$ cat config.mk
export PLATFORM = sky130hd
export DESIGN_NAME = button_conditioner
export DESIGN_NICKNAME = d
export VERILOG_FILES = /design/src/rtl/button_conditioner.sv
export SDC_FILE = /design/constraint.sdc
export NUM_CORES = 1
export LEC_CHECK = 0
export ABC_AREA = 1
export CORE_UTILIZATION = 50
export DETAILED_ROUTE_END_ITERATION = 10
export PLACE_DENSITY = 0.68
export SYNTH_ARGS = -nofsm -noshare
export SYNTH_HDL_FRONTEND = slang
export SYNTH_SLANG_ARGS = --single-unit
$ cat constraint.sdc
create_clock -name clk -period 1.66 [get_ports clk]
set_input_delay 0.249 -clock clk [delete_from_list [all_inputs] [get_ports clk]]
set_output_delay 0.249 -clock clk [all_outputs]
set_load 0.02 [all_outputs]
$ cat src/rtl/button_conditioner.sv
// Button front end: synchronise, debounce and edge-detect five active-low buttons.
// Adds hold-to-repeat on the four directions and a fixed-priority one-hot arbiter.
// Outputs are registered, active-low, single-cycle command pulses.
module button_conditioner #(
  parameter int unsigned DEBOUNCE_CYCLES = 500000,
  parameter int unsigned HOLD_CYCLES     = 25000000,
  parameter int unsigned REPEAT_CYCLES   = 10000000
) (
  input  logic clk,
  input  logic rst,
  input  logic enable,
  input  logic btn_up_n,
  input  logic btn_down_n,
  input  logic btn_left_n,
  input  logic btn_right_n,
  input  logic btn_place_n,
  output logic move_up,
  output logic move_down,
  output logic move_left,
  output logic move_right,
  output logic place
);

  // Bit order everywhere: 0 up, 1 down, 2 left, 3 right, 4 place (also the priority order).
  localparam int unsigned NumBtn = 5;
  localparam int unsigned NumDir = 4;

  localparam int unsigned DbW    = $clog2(DEBOUNCE_CYCLES + 1);
  localparam int unsigned RptMax = (HOLD_CYCLES > REPEAT_CYCLES) ? HOLD_CYCLES : REPEAT_CYCLES;
  localparam int unsigned RptW   = (RptMax > 1) ? $clog2(RptMax) : 1;

  localparam logic [DbW-1:0]  DbLast   = DbW'(DEBOUNCE_CYCLES - 1);
  localparam logic [DbW-1:0]  DbOne    = DbW'(1);
  localparam logic [RptW-1:0] HoldLast = RptW'(HOLD_CYCLES - 1);
  localparam logic [RptW-1:0] RptLast  = RptW'(REPEAT_CYCLES - 1);
  localparam logic [RptW-1:0] RptOne   = RptW'(1);

  typedef enum logic [1:0] {
    StIdle,
    StHold,
    StRepeat
  } rpt_state_e;

  logic [NumBtn-1:0] w_btn_n;
  logic [NumBtn-1:0] r_sync1;
  logic [NumBtn-1:0] r_sync2;
  logic [NumBtn-1:0] r_deb;
  logic [NumBtn-1:0] w_deb_d;
  logic [NumBtn-1:0] r_deb_prev;
  logic [DbW-1:0]    r_db_cnt    [NumBtn];
  logic [DbW-1:0]    w_db_cnt_d  [NumBtn];
  logic [NumBtn-1:0] w_press;

  rpt_state_e        r_state     [NumDir];
  rpt_state_e        w_state_d   [NumDir];
  logic [RptW-1:0]   r_rpt_cnt   [NumDir];
  logic [RptW-1:0]   w_rpt_cnt_d [NumDir];

  logic [NumBtn-1:0] w_req;
  logic [NumBtn-1:0] w_grant;
  logic [NumBtn-1:0] r_out_n;

  assign w_btn_n = {btn_place_n, btn_right_n, btn_left_n, btn_down_n, btn_up_n};

  // Two-flop synchroniser for the asynchronous raw buttons.
  always_ff @(posedge clk) begin
    if (rst) begin
      r_sync1 <= '1;
      r_sync2 <= '1;
    end else begin
      r_sync1 <= w_btn_n;
      r_sync2 <= r_sync1;
    end
  end

  // Debounce: accept a new level only after it has differed for DEBOUNCE_CYCLES edges.
  always_comb begin
    w_deb_d = r_deb;
    for (int i = 0; i < NumBtn; i++) begin
      w_db_cnt_d[i] = '0;
      if (r_sync2[i] != r_deb[i]) begin
        if (r_db_cnt[i] == DbLast) begin
          w_deb_d[i] = r_sync2[i];
        end else begin
          w_db_cnt_d[i] = r_db_cnt[i] + DbOne;
        end
      end
    end
  end

  // Debounced level, its previous value for edge detection, and the stability counters.
  always_ff @(posedge clk) begin
    if (rst) begin
      r_deb      <= '1;
      r_deb_prev <= '1;
      for (int i = 0; i < NumBtn; i++) begin
        r_db_cnt[i] <= '0;
      end
    end else begin
      r_deb      <= w_deb_d;
      r_deb_prev <= r_deb;
      for (int i = 0; i < NumBtn; i++) begin
        r_db_cnt[i] <= w_db_cnt_d[i];
      end
    end
  end

  // Press is the debounced 1->0 transition; release produces nothing.
  assign w_press = r_deb_prev & ~r_deb;

  // Repeat FSM state and interval counter registers.
  always_ff @(posedge clk) begin
    if (rst) begin
      for (int i = 0; i < NumDir; i++) begin
        r_state[i]   <= StIdle;
        r_rpt_cnt[i] <= '0;
      end
    end else begin
      for (int i = 0; i < NumDir; i++) begin
        r_state[i]   <= w_state_d[i];
        r_rpt_cnt[i] <= w_rpt_cnt_d[i];
      end
    end
  end

  // Repeat FSM next state: a released button always drops straight back to idle.
  always_comb begin
    for (int i = 0; i < NumDir; i++) begin
      w_state_d[i]   = r_state[i];
      w_rpt_cnt_d[i] = r_rpt_cnt[i] + RptOne;
      if (r_deb[i]) begin
        w_state_d[i]   = StIdle;
        w_rpt_cnt_d[i] = '0;
      end else begin
        unique case (r_state[i])
          StIdle: begin
            w_rpt_cnt_d[i] = '0;
            if (w_press[i]) begin
              w_state_d[i] = StHold;
            end
          end
          StHold: begin
            if (r_rpt_cnt[i] == HoldLast) begin
              w_state_d[i]   = StRepeat;
              w_rpt_cnt_d[i] = '0;
            end
          end
          StRepeat: begin
            if (r_rpt_cnt[i] == RptLast) begin
              w_rpt_cnt_d[i] = '0;
            end
          end
          default: begin
            w_state_d[i]   = StIdle;
            w_rpt_cnt_d[i] = '0;
          end
        endcase
      end
    end
  end

  // Repeat FSM outputs: command requests; place only ever requests on its press edge.
  always_comb begin
    w_req = '0;
    for (int i = 0; i < NumDir; i++) begin
      if (!r_deb[i]) begin
        unique case (r_state[i])
          StIdle:   w_req[i] = w_press[i];
          StHold:   w_req[i] = (r_rpt_cnt[i] == HoldLast);
          StRepeat: w_req[i] = (r_rpt_cnt[i] == RptLast);
          default:  w_req[i] = 1'b0;
        endcase
      end
    end
    w_req[NumBtn-1] = w_press[NumBtn-1];
  end

  // Fixed-priority arbiter: lowest index wins, losers are simply dropped.
  always_comb begin
    w_grant = '0;
    if (w_req[0]) begin
      w_grant[0] = 1'b1;
    end else if (w_req[1]) begin
      w_grant[1] = 1'b1;
    end else if (w_req[2]) begin
      w_grant[2] = 1'b1;
    end else if (w_req[3]) begin
      w_grant[3] = 1'b1;
    end else if (w_req[4]) begin
      w_grant[4] = 1'b1;
    end
  end

  // Registered active-low pulses; enable only masks the winner, state keeps running.
  always_ff @(posedge clk) begin
    if (rst) begin
      r_out_n <= '1;
    end else begin
      r_out_n <= ~(w_grant & {NumBtn{enable}});
    end
  end

  assign move_up    = r_out_n[0];
  assign move_down  = r_out_n[1];
  assign move_left  = r_out_n[2];
  assign move_right = r_out_n[3];
  assign place      = r_out_n[4];

endmodule

== Word level (Yosys, flattened, before mapping) ==
Memory sizes are Yosys's and may differ from the RTL's.
Index checks and enable logic that the tools add are counted.

* Bitwise logic cells: 17
* $add $sub $neg: 9
* Muxes and demuxes: 75
* Equal/unequal tests: 26
* Reductions and logical operators: 9

{| class="wikitable"
|+ Operators by type and width
! operator !! count
|-
| 2-to-1 mux 25 bit || 16
|-
| 2-to-1 mux 19 bit || 15
|-
| one-hot mux 25 bit (2 select lines) || 4
|-
| adder 25 x 1 -> 25 bit (second input constant) || 4
|-
| == test 25 x 24 -> 1 bit (second input constant) || 4
|-
| == test 25 bit (second input constant) || 4
|-
| adder 19 x 1 -> 19 bit (second input constant) || 5
|-
| == test 19 bit (second input constant) || 5
|-
| 2-to-1 mux 2 bit || 17
|-
| one-hot mux 2 bit (3 select lines) || 4
|-
| 2-to-1 mux 1 bit || 13
|-
| bitwise OR 1 bit || 13
|-
| one-hot mux 1 bit (3 select lines) || 4
|-
| AND 5 bit || 2
|-
| inverter 5 bit || 2
|-
| AND reduction 2 bit || 5
|-
| == test 2 x 1 -> 1 bit (second input constant) || 4
|-
| == test 2 bit (second input constant) || 4
|-
| logical NOT 2 bit || 4
|-
| inequality test 1 bit || 5
|-
| 2-to-1 mux 4 bit || 1
|-
| 2-to-1 mux 3 bit || 1
|}

* Memories kept: 3
* Output and inout port bits: 5
* Word-level logic and storage cells: 148
* Memory bits (writable): 203
* Flip-flop bits (word level): 25

{| class="wikitable"
|+ Memories
! name !! words !! width !! read ports !! clocked after Yosys merged registers in !! write ports !! RTL line !! RTL
|-
| r_rpt_cnt || 4 || 25 || 4 || 0 || 4 || 56 || <nowiki>logic [RptW-1:0] r_rpt_cnt [NumDir];</nowiki>
|-
| r_db_cnt || 5 || 19 || 5 || 0 || 5 || 50 || <nowiki>logic [DbW-1:0] r_db_cnt [NumBtn];</nowiki>
|-
| r_state || 4 || 2 || 4 || 0 || 4 || 54 || <nowiki>rpt_state_e r_state [NumDir];</nowiki>
|}

== Logic depth before layout (Yosys ltp) ==
* Depth in word-level cells: 10
* Depth in mapped cells: 11
* Depth with buffers taken out: 11

== Least setup slack after synthesis ==
No wires, ideal clock.

* Kind: register to register
* Start point: memory r_rpt_cnt[0][0] (netlist name)
* End point: memory r_rpt_cnt[0][12] (netlist name)
* Library setup time: 0.121 ns
* Stages on the path, launching flop included: 12
* Arrival: 1.459 ns
* Period minus slack after synthesis: 1.580 ns
* Setup slack: 0.080 ns
* Path buffers: 1
* Data required time: 1.539 ns
* Cells stage by stage: dfxtp_1 > ha_1 > nand2_2 > nor2_4 > nand2_1 > nor2_2 > nand2_1 > nand2_2 > nand2_1 > nand3_2 > buf_6 > nor2_1

{| class="wikitable"
|+ RTL lines
! what !! RTL line
|-
| from (decl) || 56
|}

==> results.cfg <==
[timing]
skew_ns = 0.00914
fin_ws_ns = -0.0657
finalCriticalPeriod_ns = 1.73
slew_violations = 0
worst_pin_slew_ns = 0.503
hold_viol = 0
hold_ws_ns = 0.305
grt_setup_unrepaired = true
setup_viol = 25
clock.fmax_mhz = 579
relSlewSlack_pct = 66.2
finalCritPeriodShare_pct = 104

[clock_tree]
cts-root-buf = clkbuf_16
clk_latency_ns = 0.52
hold_buffers = 0
clockBufferDepth = 3
clock_sinks = 228
cts_inserted_buffers = 26
cts_tree = done
cts.clk_slew.worst_paths_ns = 0.06
htree_num_levels = 1

[placement]
place_area_sq_um = 12400
io_buffers = 12
dp_hpwl_um = 16800
place.gp.congestion = 0.890

[synth]
synth-simple-area-share_pct = 37.2
synthMuxAreaShare_pct = 0
syn_nets = 1646
yosysTopAreaCell = dfxtp_1
synth_edf_count = 0
yosysSeqAreaShare_pct = 40.0
synth_top_family_by_area = simple AND/OR/NAND/NOR gates
yosys-top-cells-count = nand2_1, nor2_1, dfxtp_1, inv_1, nand3_1
synth_compound_area_share_pct = 4.89
netlist_instances = 1613
ys.flop_type = dfxtp_1
netlist.area_leader.share_pct = 40.0
ys_ff_latch = 228
synth_area_leaders = dfxtp_1, nand2_1, nor2_1
syn_area_sq_um = 11400
yosysWarnings = 0
yosys.area_share.adder_pct = 2.74
synthXorXnorAreaFrac_pct = 6.83
async_flop_share_pct = 0
syn_area_per_cell_sq_um = 7.07
netlist-cell-type-count = 43
synth.most_common_cell = nand2_1

[drt]
first_iter_violations = 518
drc_errors = 0
wl_per_cell_um = 12.3
drtPass1Iterations = 5
vias = 10300
vias_per_cell = 5.01
wirelength_um = 25100
postRouteAntennaNets = 0

[die]
num_io_pins = 13
num_rows = 54
core-area_sq_um = 22100
dieArea_sq_um = 23400
die_y_um = 153
start_util_pct = 51.6
die_w_um = 153

[power]
ir_worst_vdd_mv = 0.570
power.density_nw_per_um2 = 795
leakage_nw = 5.31

[final_layout]
syn_to_final_growth_pct = 26.0
antenna_cells = 0
fin_area_sq_um = 14400
final_nets = 1777
drive_gt1_share_pct = 21.9
fin_util_pct = 65.0

[job]
cap_violations = 0

[global_routing]
grt_pass1_wl_um = 40300
grt_pass1_vias = 9249
grt_overflow = 0
antenna_found_initial = 0
grt_max_degree = 25
grtUsageTotal_pct = 19.9

[worst_setup_path]
reg2reg_from = r_rpt_cnt[3][1]
cp_max_fo = 5
r2r_cells = 11
crit_end = r_rpt_cnt[3][2]
startpoint_type = flop
worstSetupStartpoint = r_rpt_cnt[3][1]
end_kind = flop
r2r-end = r_rpt_cnt[3][2]
reg2reg_slack_ns = -0.07
path_class = flop to flop
cp.required_ns = 2.08
worstPathArrival_ns = 2.14

[worst_hold_path]
hold_class = primary input to flop

[outcome]
status = finished with violations
violations = negative setup slack
sequential cells by signal, indices dropped and copies added, names as in the netlist:
signal      count
r_rpt_cnt     100
r_db_cnt       95
r_state         8
r_deb           5
r_deb_prev      5
r_out_n         5
r_sync1         5
r_sync2         5
metrics by stage:
stage          std cells  setup slack [ns]  power, W  TNS [ns]
2_1_floorplan       1613            0.0797   0.00566         0
3_3_place_gp        1965            -0.105   0.00572     -2.72
3_5_place_dp        1965            -0.188   0.00572     -3.15
4_1_cts             2013           0.00426    0.0116         0
5_1_grt             2044            -0.159    0.0118     -4.45
6_report            2044           -0.0657    0.0114    -0.970
worst max-delay path, cell delays in order, from the launching register on:
cell,delay (ns)
dfxtp_2,0.36
ha_4,0.15
nand2_2,0.07
nor2_2,0.13
nand2_1,0.08
nor2_2,0.13
nand2_1,0.08
nand2_2,0.11
nand3_2,0.11
nand3_4,0.18
clkbuf_16,0.19
nor3_2,0.04
routing by layer:
metal  global-route usage (%)  up-vias  routed length, um
li1                         -     5366                  -
met1                     27.3     4660              11700
met5                        0        -                  0
met4                     5.15        0                486
met2                     32.8      183              11700
met3                     2.89       41               1210
logic make-up after synthesis:
family	after synthesis
AND/OR/NAND/NOR	936
AO/OA/AOI/OAI	100
XOR/XNOR	89
flip-flops	228
buffers and inverters	235
adder cells (fa/ha/maj)	25
worst min-delay path by stage:
stage | startpoint | end | slack [ns] | cells after the start
CTS | btn_up_n | r_sync1[0] | 0.28 | 2
finish | btn_up_n | r_sync1[0] | 0.31 | 2
floorplan | btn_up_n | r_sync1[0] | 0.35 | 1
detailed placement | r_sync1[0] | r_sync2[0] | 0.39 | 1
global route | btn_up_n | r_sync1[0] | 0.28 | 2
global placement | r_sync1[1] | r_sync2[1] | 0.39 | 1
report_power, final:
part	total (W)	internal (W)	switching (W)	leakage (nW)
Combinational	0.000113	0.0000604	0.0000528	3.02
Sequential	0.00549	0.00548	0.00000757	1.86
Clock	0.00582	0.00359	0.00223	0.438
Total	0.0114	0.00913	0.00229	5.31
layout by cell type, fill, tap and decap left out, types with 19 or more instances in the layout:
master and count:
dfxtp_1 196, nand4_1 35, inv_1 210, nor3_1 55, nor2_1 246, ha_1 19
dfxtp_2 29, o21ai_0 36, or2_2 19, nor2_2 54, nand2_2 33, xor2_1 72
a21oi_1 44, nand3_1 94, nor2_4 28, nand2_1 293, clkbuf_16 35, buf_4 86
cell type report:
class | instances | area, sq um
Timing Repair Buffer | 118 | 1170
Tap cell | 280 | 350
Sequential cell | 228 | 4610
Clock inverter | 8 | 92.6
Inverter | 220 | 826
Clock buffer | 40 | 795
Multi-Input combinational cell | 1150 | 6530
Fill cell | 1940 | 7720
timing repair:
item | 4_1_cts | 5_1_grt
cloned | 0 | 11
buffers inserted | 0 | 20
pin swaps | 1 | 62
endpoints found under the setup margin | 11 | 187
resized for setup | 9 | 196
No activity file was read; power rests on OpenSTA's default activity.
